## config.mk

```make
export PLATFORM = sky130hd
export DESIGN_NAME = sd_spi_init_seq
export DESIGN_NICKNAME = d
export VERILOG_FILES = /design/src/rtl/sd_spi_init_seq.sv
export SDC_FILE = /design/constraint.sdc
export NUM_CORES = 1
export LEC_CHECK = 0
export BUFFER_PORTS_ARGS = -buffer_cell sky130_fd_sc_hd__buf_2
export CAP_MARGIN = 30
export CORE_MARGIN = 3
export CORE_UTILIZATION = 35
export CTS_CLUSTER_DIAMETER = 80
export DETAILED_ROUTE_END_ITERATION = 8
export RECOVER_POWER = 50
export SLEW_MARGIN = 20
export SYNTH_ARGS = -nofsm -noshare
export SYNTH_HDL_FRONTEND = slang
export SYNTH_SLANG_ARGS = --single-unit
```

## constraint.sdc

```tcl
create_clock -name i_clk -period 4 [get_ports i_clk]
set_input_delay 0.4 -clock i_clk [delete_from_list [all_inputs] [get_ports i_clk]]
set_output_delay 0.4 -clock i_clk [all_outputs]
set_load 0.05 [all_outputs]
```

## src/rtl/sd_spi_init_seq.sv

```systemverilog
`timescale 1ns/1ps
// SD card SPI-mode initialisation sequencer.
// Drives a byte-level SPI engine through: INIT_BYTES dummy bytes (CS high),
// CMD0, CMD8, CMD55/ACMD41 polling, CMD58. Reports capacity class and error.
// Ports:
//   i_clk, i_rst            clock, asynchronous active-high reset
//   i_start                 start pulse (accepted when not busy)
//   o_busy/o_done/o_err     status; done/err sticky until next start
//   o_err_code[2:0]         1 CMD0, 2 CMD8, 3 timeout, 4 ACMD41, 5 CMD58
//   o_sdhc                  OCR CCS bit from CMD58
//   o_cs                    card chip-select, active low
//   o_req/o_txbyte          byte request and data to the SPI engine
//   i_ack/i_rxbyte          transfer-complete pulse and received byte
module sd_spi_init_seq #(
  parameter int INIT_BYTES   = 10,
  parameter int RESP_TIMEOUT = 8,
  parameter int ACMD41_RETRY = 1000
) (
  input  logic       i_clk,
  input  logic       i_rst,
  input  logic       i_start,
  output logic       o_busy,
  output logic       o_done,
  output logic       o_err,
  output logic [2:0] o_err_code,
  output logic       o_sdhc,
  output logic       o_cs,
  output logic       o_req,
  output logic [7:0] o_txbyte,
  input  logic       i_ack,
  input  logic [7:0] i_rxbyte
);

  typedef enum logic [2:0] {
    S_IDLE, S_DUMMY, S_CMD, S_RESP, S_TAIL, S_GAP, S_DONE, S_ERR
  } state_t;

  typedef enum logic [2:0] {
    C_CMD0, C_CMD8, C_CMD55, C_ACMD41, C_CMD58
  } cmd_t;

  state_t      state;
  cmd_t        cmd;
  logic [15:0] cnt;
  logic [15:0] acmd_cnt;
  logic [7:0]  r1;
  logic        ocr_ccs;
  logic [11:0] echo;

  cmd_t        nxt_cmd;
  logic        nxt_fail;
  logic        nxt_done;
  logic [2:0]  nxt_code;
  logic [15:0] acmd_inc;

  function automatic logic [7:0] frame_byte(input cmd_t c, input logic [2:0] i);
    logic [5:0]  idx;
    logic [31:0] arg;
    logic [7:0]  crc;
    logic [7:0]  b;
    idx = 6'd0;
    arg = '0;
    crc = 8'hFF;
    case (c)
      C_CMD0:   begin idx = 6'd0;  arg = 32'h0000_0000; crc = 8'h95; end
      C_CMD8:   begin idx = 6'd8;  arg = 32'h0000_01AA; crc = 8'h87; end
      C_CMD55:  begin idx = 6'd55; arg = 32'h0000_0000; crc = 8'h65; end
      C_ACMD41: begin idx = 6'd41; arg = 32'h4000_0000; crc = 8'h77; end
      C_CMD58:  begin idx = 6'd58; arg = 32'h0000_0000; crc = 8'hFD; end
      default:  begin idx = 6'd0;  arg = '0;            crc = 8'hFF; end
    endcase
    case (i)
      3'd0:    b = {2'b01, idx};
      3'd1:    b = arg[31:24];
      3'd2:    b = arg[23:16];
      3'd3:    b = arg[15:8];
      3'd4:    b = arg[7:0];
      3'd5:    b = crc;
      default: b = 8'hFF;
    endcase
    return b;
  endfunction

  // Result evaluation for the command just completed (used in GAP).
  always_comb begin
    acmd_inc = (acmd_cnt == '1) ? acmd_cnt : acmd_cnt + 16'd1;
    nxt_cmd  = cmd;
    nxt_fail = 1'b0;
    nxt_done = 1'b0;
    nxt_code = 3'd0;
    case (cmd)
      C_CMD0:
        if (r1 == 8'h01) nxt_cmd = C_CMD8;
        else begin nxt_fail = 1'b1; nxt_code = 3'd1; end
      C_CMD8:
        if (r1 == 8'h01 && echo == 12'h1AA) nxt_cmd = C_CMD55;
        else begin nxt_fail = 1'b1; nxt_code = 3'd2; end
      C_CMD55:
        if (r1 == 8'h00 || r1 == 8'h01) nxt_cmd = C_ACMD41;
        else begin nxt_fail = 1'b1; nxt_code = 3'd4; end
      C_ACMD41:
        if (r1 == 8'h00) nxt_cmd = C_CMD58;
        else if (r1 == 8'h01) begin
          if (acmd_inc == 16'(ACMD41_RETRY)) begin nxt_fail = 1'b1; nxt_code = 3'd4; end
          else nxt_cmd = C_CMD55;
        end
        else begin nxt_fail = 1'b1; nxt_code = 3'd4; end
      C_CMD58:
        if (r1 == 8'h00) nxt_done = 1'b1;
        else begin nxt_fail = 1'b1; nxt_code = 3'd5; end
      default: nxt_fail = 1'b1;
    endcase
  end

  always_ff @(posedge i_clk or posedge i_rst) begin
    if (i_rst) begin
      state      <= S_IDLE;
      cmd        <= C_CMD0;
      cnt        <= '0;
      acmd_cnt   <= '0;
      r1         <= '1;
      ocr_ccs    <= 1'b0;
      echo       <= '0;
      o_busy     <= 1'b0;
      o_done     <= 1'b0;
      o_err      <= 1'b0;
      o_err_code <= '0;
      o_sdhc     <= 1'b0;
      o_cs       <= 1'b1;
      o_req      <= 1'b0;
      o_txbyte   <= 8'hFF;
    end else if (state == S_IDLE || state == S_DONE || state == S_ERR) begin
      if (i_start) begin
        state      <= S_DUMMY;
        cnt        <= '0;
        acmd_cnt   <= '0;
        o_busy     <= 1'b1;
        o_done     <= 1'b0;
        o_err      <= 1'b0;
        o_err_code <= '0;
        o_sdhc     <= 1'b0;
        o_cs       <= 1'b1;
        o_txbyte   <= 8'hFF;
        o_req      <= 1'b1;
      end
    end else if (!o_req) begin
      // One idle cycle after each ack, then the next byte is requested.
      o_req <= 1'b1;
    end else if (i_ack) begin
      o_req <= 1'b0;
      case (state)
        S_DUMMY:
          if (cnt == 16'(INIT_BYTES - 1)) begin
            state    <= S_CMD;
            cmd      <= C_CMD0;
            cnt      <= '0;
            o_cs     <= 1'b0;
            o_txbyte <= frame_byte(C_CMD0, 3'd0);
          end else cnt <= cnt + 16'd1;
        S_CMD:
          if (cnt == 16'd5) begin
            state    <= S_RESP;
            cnt      <= '0;
            o_txbyte <= 8'hFF;
          end else begin
            cnt      <= cnt + 16'd1;
            o_txbyte <= frame_byte(cmd, cnt[2:0] + 3'd1);
          end
        S_RESP:
          if (!i_rxbyte[7]) begin
            r1  <= i_rxbyte;
            cnt <= '0;
            if (cmd == C_CMD8 || cmd == C_CMD58) state <= S_TAIL;
            else begin
              state <= S_GAP;
              o_cs  <= 1'b1;
            end
          end else if (cnt == 16'(RESP_TIMEOUT - 1)) begin
            state      <= S_ERR;
            o_busy     <= 1'b0;
            o_err      <= 1'b1;
            o_err_code <= 3'd3;
            o_cs       <= 1'b1;
          end else cnt <= cnt + 16'd1;
        S_TAIL: begin
          // Only the bits that are evaluated are kept: CCS (bit 30, first
          // byte) and the CMD8 echo (bits 11:0, last two bytes).
          if (cnt == 16'd0) ocr_ccs <= i_rxbyte[6];
          if (cnt == 16'd2) echo[11:8] <= i_rxbyte[3:0];
          if (cnt == 16'd3) begin
            echo[7:0] <= i_rxbyte;
            state     <= S_GAP;
            cnt       <= '0;
            o_cs      <= 1'b1;
          end else cnt <= cnt + 16'd1;
        end
        S_GAP: begin
          if (cmd == C_ACMD41 && r1 == 8'h01) acmd_cnt <= acmd_inc;
          if (nxt_fail) begin
            state      <= S_ERR;
            o_busy     <= 1'b0;
            o_err      <= 1'b1;
            o_err_code <= nxt_code;
          end else if (nxt_done) begin
            state  <= S_DONE;
            o_busy <= 1'b0;
            o_done <= 1'b1;
            o_sdhc <= ocr_ccs;
          end else begin
            state    <= S_CMD;
            cmd      <= nxt_cmd;
            cnt      <= '0;
            o_cs     <= 1'b0;
            o_txbyte <= frame_byte(nxt_cmd, 3'd0);
          end
        end
        default: state <= S_IDLE;
      endcase
    end
  end

endmodule

```

==> results <==
- After synthesis, the cell types taking the most area are sky130_fd_sc_hd__dfrtp_1, sky130_fd_sc_hd__dfstp_2, sky130_fd_sc_hd__o21ai_0, sky130_fd_sc_hd__mux2_2, sky130_fd_sc_hd__nor2_1.
- Yosys printed 0 warnings.
- The final reports fail on max-capacitance violations, max-slew violations.
- Entering global routing, the biggest net connects 41 pins.
- The type of origin of the critical path is a flop.
- The nature of the critical path endpoint is a flop.
- The cell area after layout is between 5000 and 6000 um^2.
- The prevailing post-synth register cell is sky130_fd_sc_hd__dfrtp_1.
- The worst relative slew slack is -0.424.
- The total power after layout is 0.00370 W.
- Counting I/O delays and the setup requirement, the final critical path takes 3.63 ns.
- The worst setup timing slack at the placement stage is ~0.40 ns.
- The share of synthesized area in the top cell type comes to 0.299.
- The highest attainable clock frequency is roughly 280 MHz.
- The number of optimization iterations in the first detailed-route pass is 5.
- The share of the Yosys chip area taken by registers is 0.390.
- Once detailed placement completed, the half-perimeter wirelength came to 9.41 mm.
- Across the run, the number of max-cap violations was 2.
- Once placement finished, the instance area stood at 5230 um^2.
- The number of clock buffers added by TritonCTS is 9.
- The initial antenna violation count is 0.
- For this design the ratio of total power to cell area is 668 nW/um^2.
- The average via count per standard cell is around 6.
- Post-CTS repair changed the size of 0 cells.
- In the final routed layout, each cell accounts on average for 17.1 um.
- The number of nets in the finished design is 594.
- The busiest layer in global routing is met2.
- Dividing the synthesized area by the synthesized cell count gives 8.88 um^2.
- The slowest cell on the critical path is sky130_fd_sc_hd__nor4_1.
- The number of storage elements in the synthesis netlist is 76.
- The critical path runs through a total of 10 cells.
- The switching share of power is 0.427.
- In the global route stage, overall resource usage came out at 0.172.
- The number of antenna diodes is 0.
- The H-tree depth is 3.
- The worst-case IR drop observed on VDD is 370 uV.
- The total count of hold-check failures in the final report was 0.
- The max-slew violation count is 79.
- The number of cells in the design after placement is 740.
- The via count of the first global-routing pass was 4340.
- The final setup TNS is 0 ns.
- The clock input transition at the sequential cells of the worst setup and hold paths is 0.06 ns.
- The area of the die is 15500 um^2.
- Yosys mapped a number of flops with a built-in enable equal to 0.
- The worst hold path belongs to the class input pin to flop.
- The total clock sinks is 76.
- Following the worst setup path forward leads to its endpoint at cnt[4].
- The count of port buffers added during placement is 28.
- Clock skew on the completed layout was measured at 0.00914 ns.
- The worst register-to-register path has a setup slack of 0.37 ns.
- The number of buffers and inverters on the critical path is 1.
- The reported net switching power is 0.00158 W.
- The highest fanout seen on the critical path is 11.
- The signal on the critical path passes through ha_1 -> nand4_1 -> buf_4 -> nor4_1 -> o21ai_0 -> a222oi_1 -> nand4_1 -> o211a_1 -> nand3_1 -> o21ai_1.
- In the global route stage, met1 resource usage came out at 0.242.
- The number of standard-cell rows in the floorplan is 42.
- The area of the core is 13500 um^2.
- Summing every instance area after synthesis gives 4930 um^2.
- Detailed routing inserted a total of about 4400 vias.
- The count of hold buffers inserted by post-cts repair is 0.
- sky130_fd_sc_hd__dfrtp_1 takes more of the synthesized area than any other cell.
- Ranked by instance count, the synthesized netlist is headed by sky130_fd_sc_hd__dfrtp_1, sky130_fd_sc_hd__o21ai_0, sky130_fd_sc_hd__nor2_1.
- The startpoint of the worst-slack reg-to-reg timing path is acmd_cnt[0].
- Summed over all cells, the static leakage comes to approximately 2.2 nW.
- The setup fix buffers added after clock tree synthesis is 0.
- Setup violations remaining at the end of the flow were counted as 0.
- The die is 125 um tall.
- The end of the worst register-to-register path is cnt[4].
- The netlist uses 70 different library cells.
- From synthesis to final layout, the design area changed by 12.3%.
- The x dimension of the die is 125 um.
- The first global-routing pass estimated 22.1 mm of wire.
- For this run the aggregate overflow at the end of global routing stands at 0.
- Synthesis produced around 560 cells.
- The part of the cycle the worst path needs is 0.908.
- For this run, design rule violations remaining after detail routing come to 0.
- The TritonCTS clock tree is done.
- Routability-driven placement finished with a final weighted congestion of 0.959.
- The worst stage delay on the critical path is 0.56 ns.
- The internal power component is 0.00212 W.
- Among the stages of the critical path, the cell type that occurs most often is sky130_fd_sc_hd__nand4_1.
- The run finished, with violations left.
- The fraction of met3 tracks used by global routing is 0.0463.
- The most common cell in the synthesized netlist is sky130_fd_sc_hd__dfrtp_1.
- The fraction of power consumed by the clock network is 0.236.
- In the final layout, the share of cells above drive strength 1 is 0.174.
- When the netlist entered floorplanning its net count stood at 574.
- Measured in cells, the most critical reg-to-reg path has a length of 10.
- The met2 routing resource usage after global routing is 0.256.
- The tree is rooted in a sky130_fd_sc_hd__clkbuf_16.
- The remaining antenna violation count after routing is 0.
- For this run, asynchronously set or reset flops after synthesis account for 1.00.
- The detailed router finished its first iteration with 454 violations.
- For the pin with the worst max-slew slack, the measured transition is roughly 2.1 ns.
- The launch point of the critical path is acmd_cnt[0].
- The path type of the worst setup path is flop to flop.
- The data required time of the critical path is 4.20 ns.
- The post-detailed-routing wire length is 12.9 mm.
- For this design the top-level I/O count stands at 29.
- The clock tree buffer depth is 2.
- The combinational fraction of design power is 0.445.
- For the worst-skew pair, the clock arrives at the later sink with an insertion delay of 0.34 ns.
- The share of total power dissipated in sequential elements is 0.319.
- The setup slack after layout is 0.369 ns.
- The initial utilization of the core area, before any placement, comes to 0.365.
- Setup repair after global routing left no endpoint under its margin.
- The cell type group with the largest total delay on the critical path is simple AND/OR/NAND/NOR gates.
- Once layout is complete, the cells apart from fillers number 756.
- The arrival time of data at the critical path endpoint is about 3.8 ns.
[logic make-up (layout without fill, tap and decap cells)]
group,Yosys count,in the layout,share of synthesized area
AO/OA/AOI/OAI,164,164,0.219
XOR/XNOR,8,8,0.0142
adder cells (fa/ha/maj),7,7,0.0178
buffers and inverters,44,69,0.0373
flip-flops,76,76,0.390
multiplexers,35,35,0.0832
AND/OR/NAND/NOR,221,221,0.238
[sequential cells by signal, summed over array words and instances, names as in the netlist, 3 cells and up]
register    count
o_txbyte        8
echo           12
acmd_cnt       16
state           3
cnt            16
o_err_code      3
cmd             3
r1              8
[worst reg2reg max path, cell delays in order, from the launching register on]
cell and delay (ns):
sky130_fd_sc_hd__dfrtp_1 0.45, sky130_fd_sc_hd__ha_1 0.34, sky130_fd_sc_hd__nand4_1 0.26, sky130_fd_sc_hd__buf_4 0.24
sky130_fd_sc_hd__nor4_1 0.56, sky130_fd_sc_hd__o21ai_0 0.19, sky130_fd_sc_hd__a222oi_1 0.32, sky130_fd_sc_hd__nand4_1 0.26
sky130_fd_sc_hd__o211a_1 0.34, sky130_fd_sc_hd__nand3_1 0.40, sky130_fd_sc_hd__o21ai_1 0.15
[how the worst min path moves through the flow]
stage	start	end	cells after the start
after detailed placement	o_done	o_done	2
final	i_ack	o_req	2
after global routing	i_ack	o_req	2
after global placement	o_done	o_done	2
after CTS	i_rst	echo[6]	2
after floorplan	echo[7]	echo[7]	2
[through the flow]
stage | hold slack (ns) | utilization
floorplan | 0.442 | -
global placement | 0.456 | 0.387
detailed placement | 0.466 | 0.387
CTS | 0.147 | 0.411
global route | 0.298 | 0.410
finish | 0.288 | 0.410
[power groups by stage]
stage	clock network, W	logic [W]	registers (W)
after floorplan	0	0.00110	0.00131
after global placement	0	0.00161	0.00118
after detailed placement	0	0.00163	0.00119
after CTS	0.000895	0.00164	0.00118
after global routing	0.000928	0.00182	0.00121
final	0.000875	0.00165	0.00118
[cell type report]
type	instances	area (um^2)
clock buffer	12	246
clock inverter	4	72.6
fill	1320	7970
inverter	17	65.1
multi-input combinational	435	2820
sequential	76	1920
tap	176	220
timing repair buffer	36	186
[per-layer routing]
layer / routed length [um] / share of wire / vias to the layer above
li1: - / - / 2109
met1: 6090 / 0.47 / 2135
met2: 5800 / 0.45 / 155
met3: 766 / 0.059 / 22
met4: 264 / 0.020 / 0
met5: 0 / 0 / -
[placed cells by master (no fill, tap or decap), types with 13 or more instances in the layout]
| master | instances |
|---|---|
| sky130_fd_sc_hd__a21oi_1 | 18 |
| sky130_fd_sc_hd__nor3_1 | 18 |
| sky130_fd_sc_hd__nor2_1 | 42 |
| sky130_fd_sc_hd__mux2_2 | 20 |
| sky130_fd_sc_hd__inv_1 | 16 |
| sky130_fd_sc_hd__nor4_1 | 13 |
| sky130_fd_sc_hd__o21ai_1 | 19 |
| sky130_fd_sc_hd__buf_2 | 20 |
| sky130_fd_sc_hd__o31ai_1 | 16 |
| sky130_fd_sc_hd__dfstp_2 | 17 |
| sky130_fd_sc_hd__nand2_1 | 39 |
| sky130_fd_sc_hd__dfrtp_1 | 59 |
| sky130_fd_sc_hd__nand3_1 | 25 |
| sky130_fd_sc_hd__o21ai_0 | 50 |
| sky130_fd_sc_hd__nand2b_1 | 15 |
Note: power is estimated with default switching activity, not from simulation.
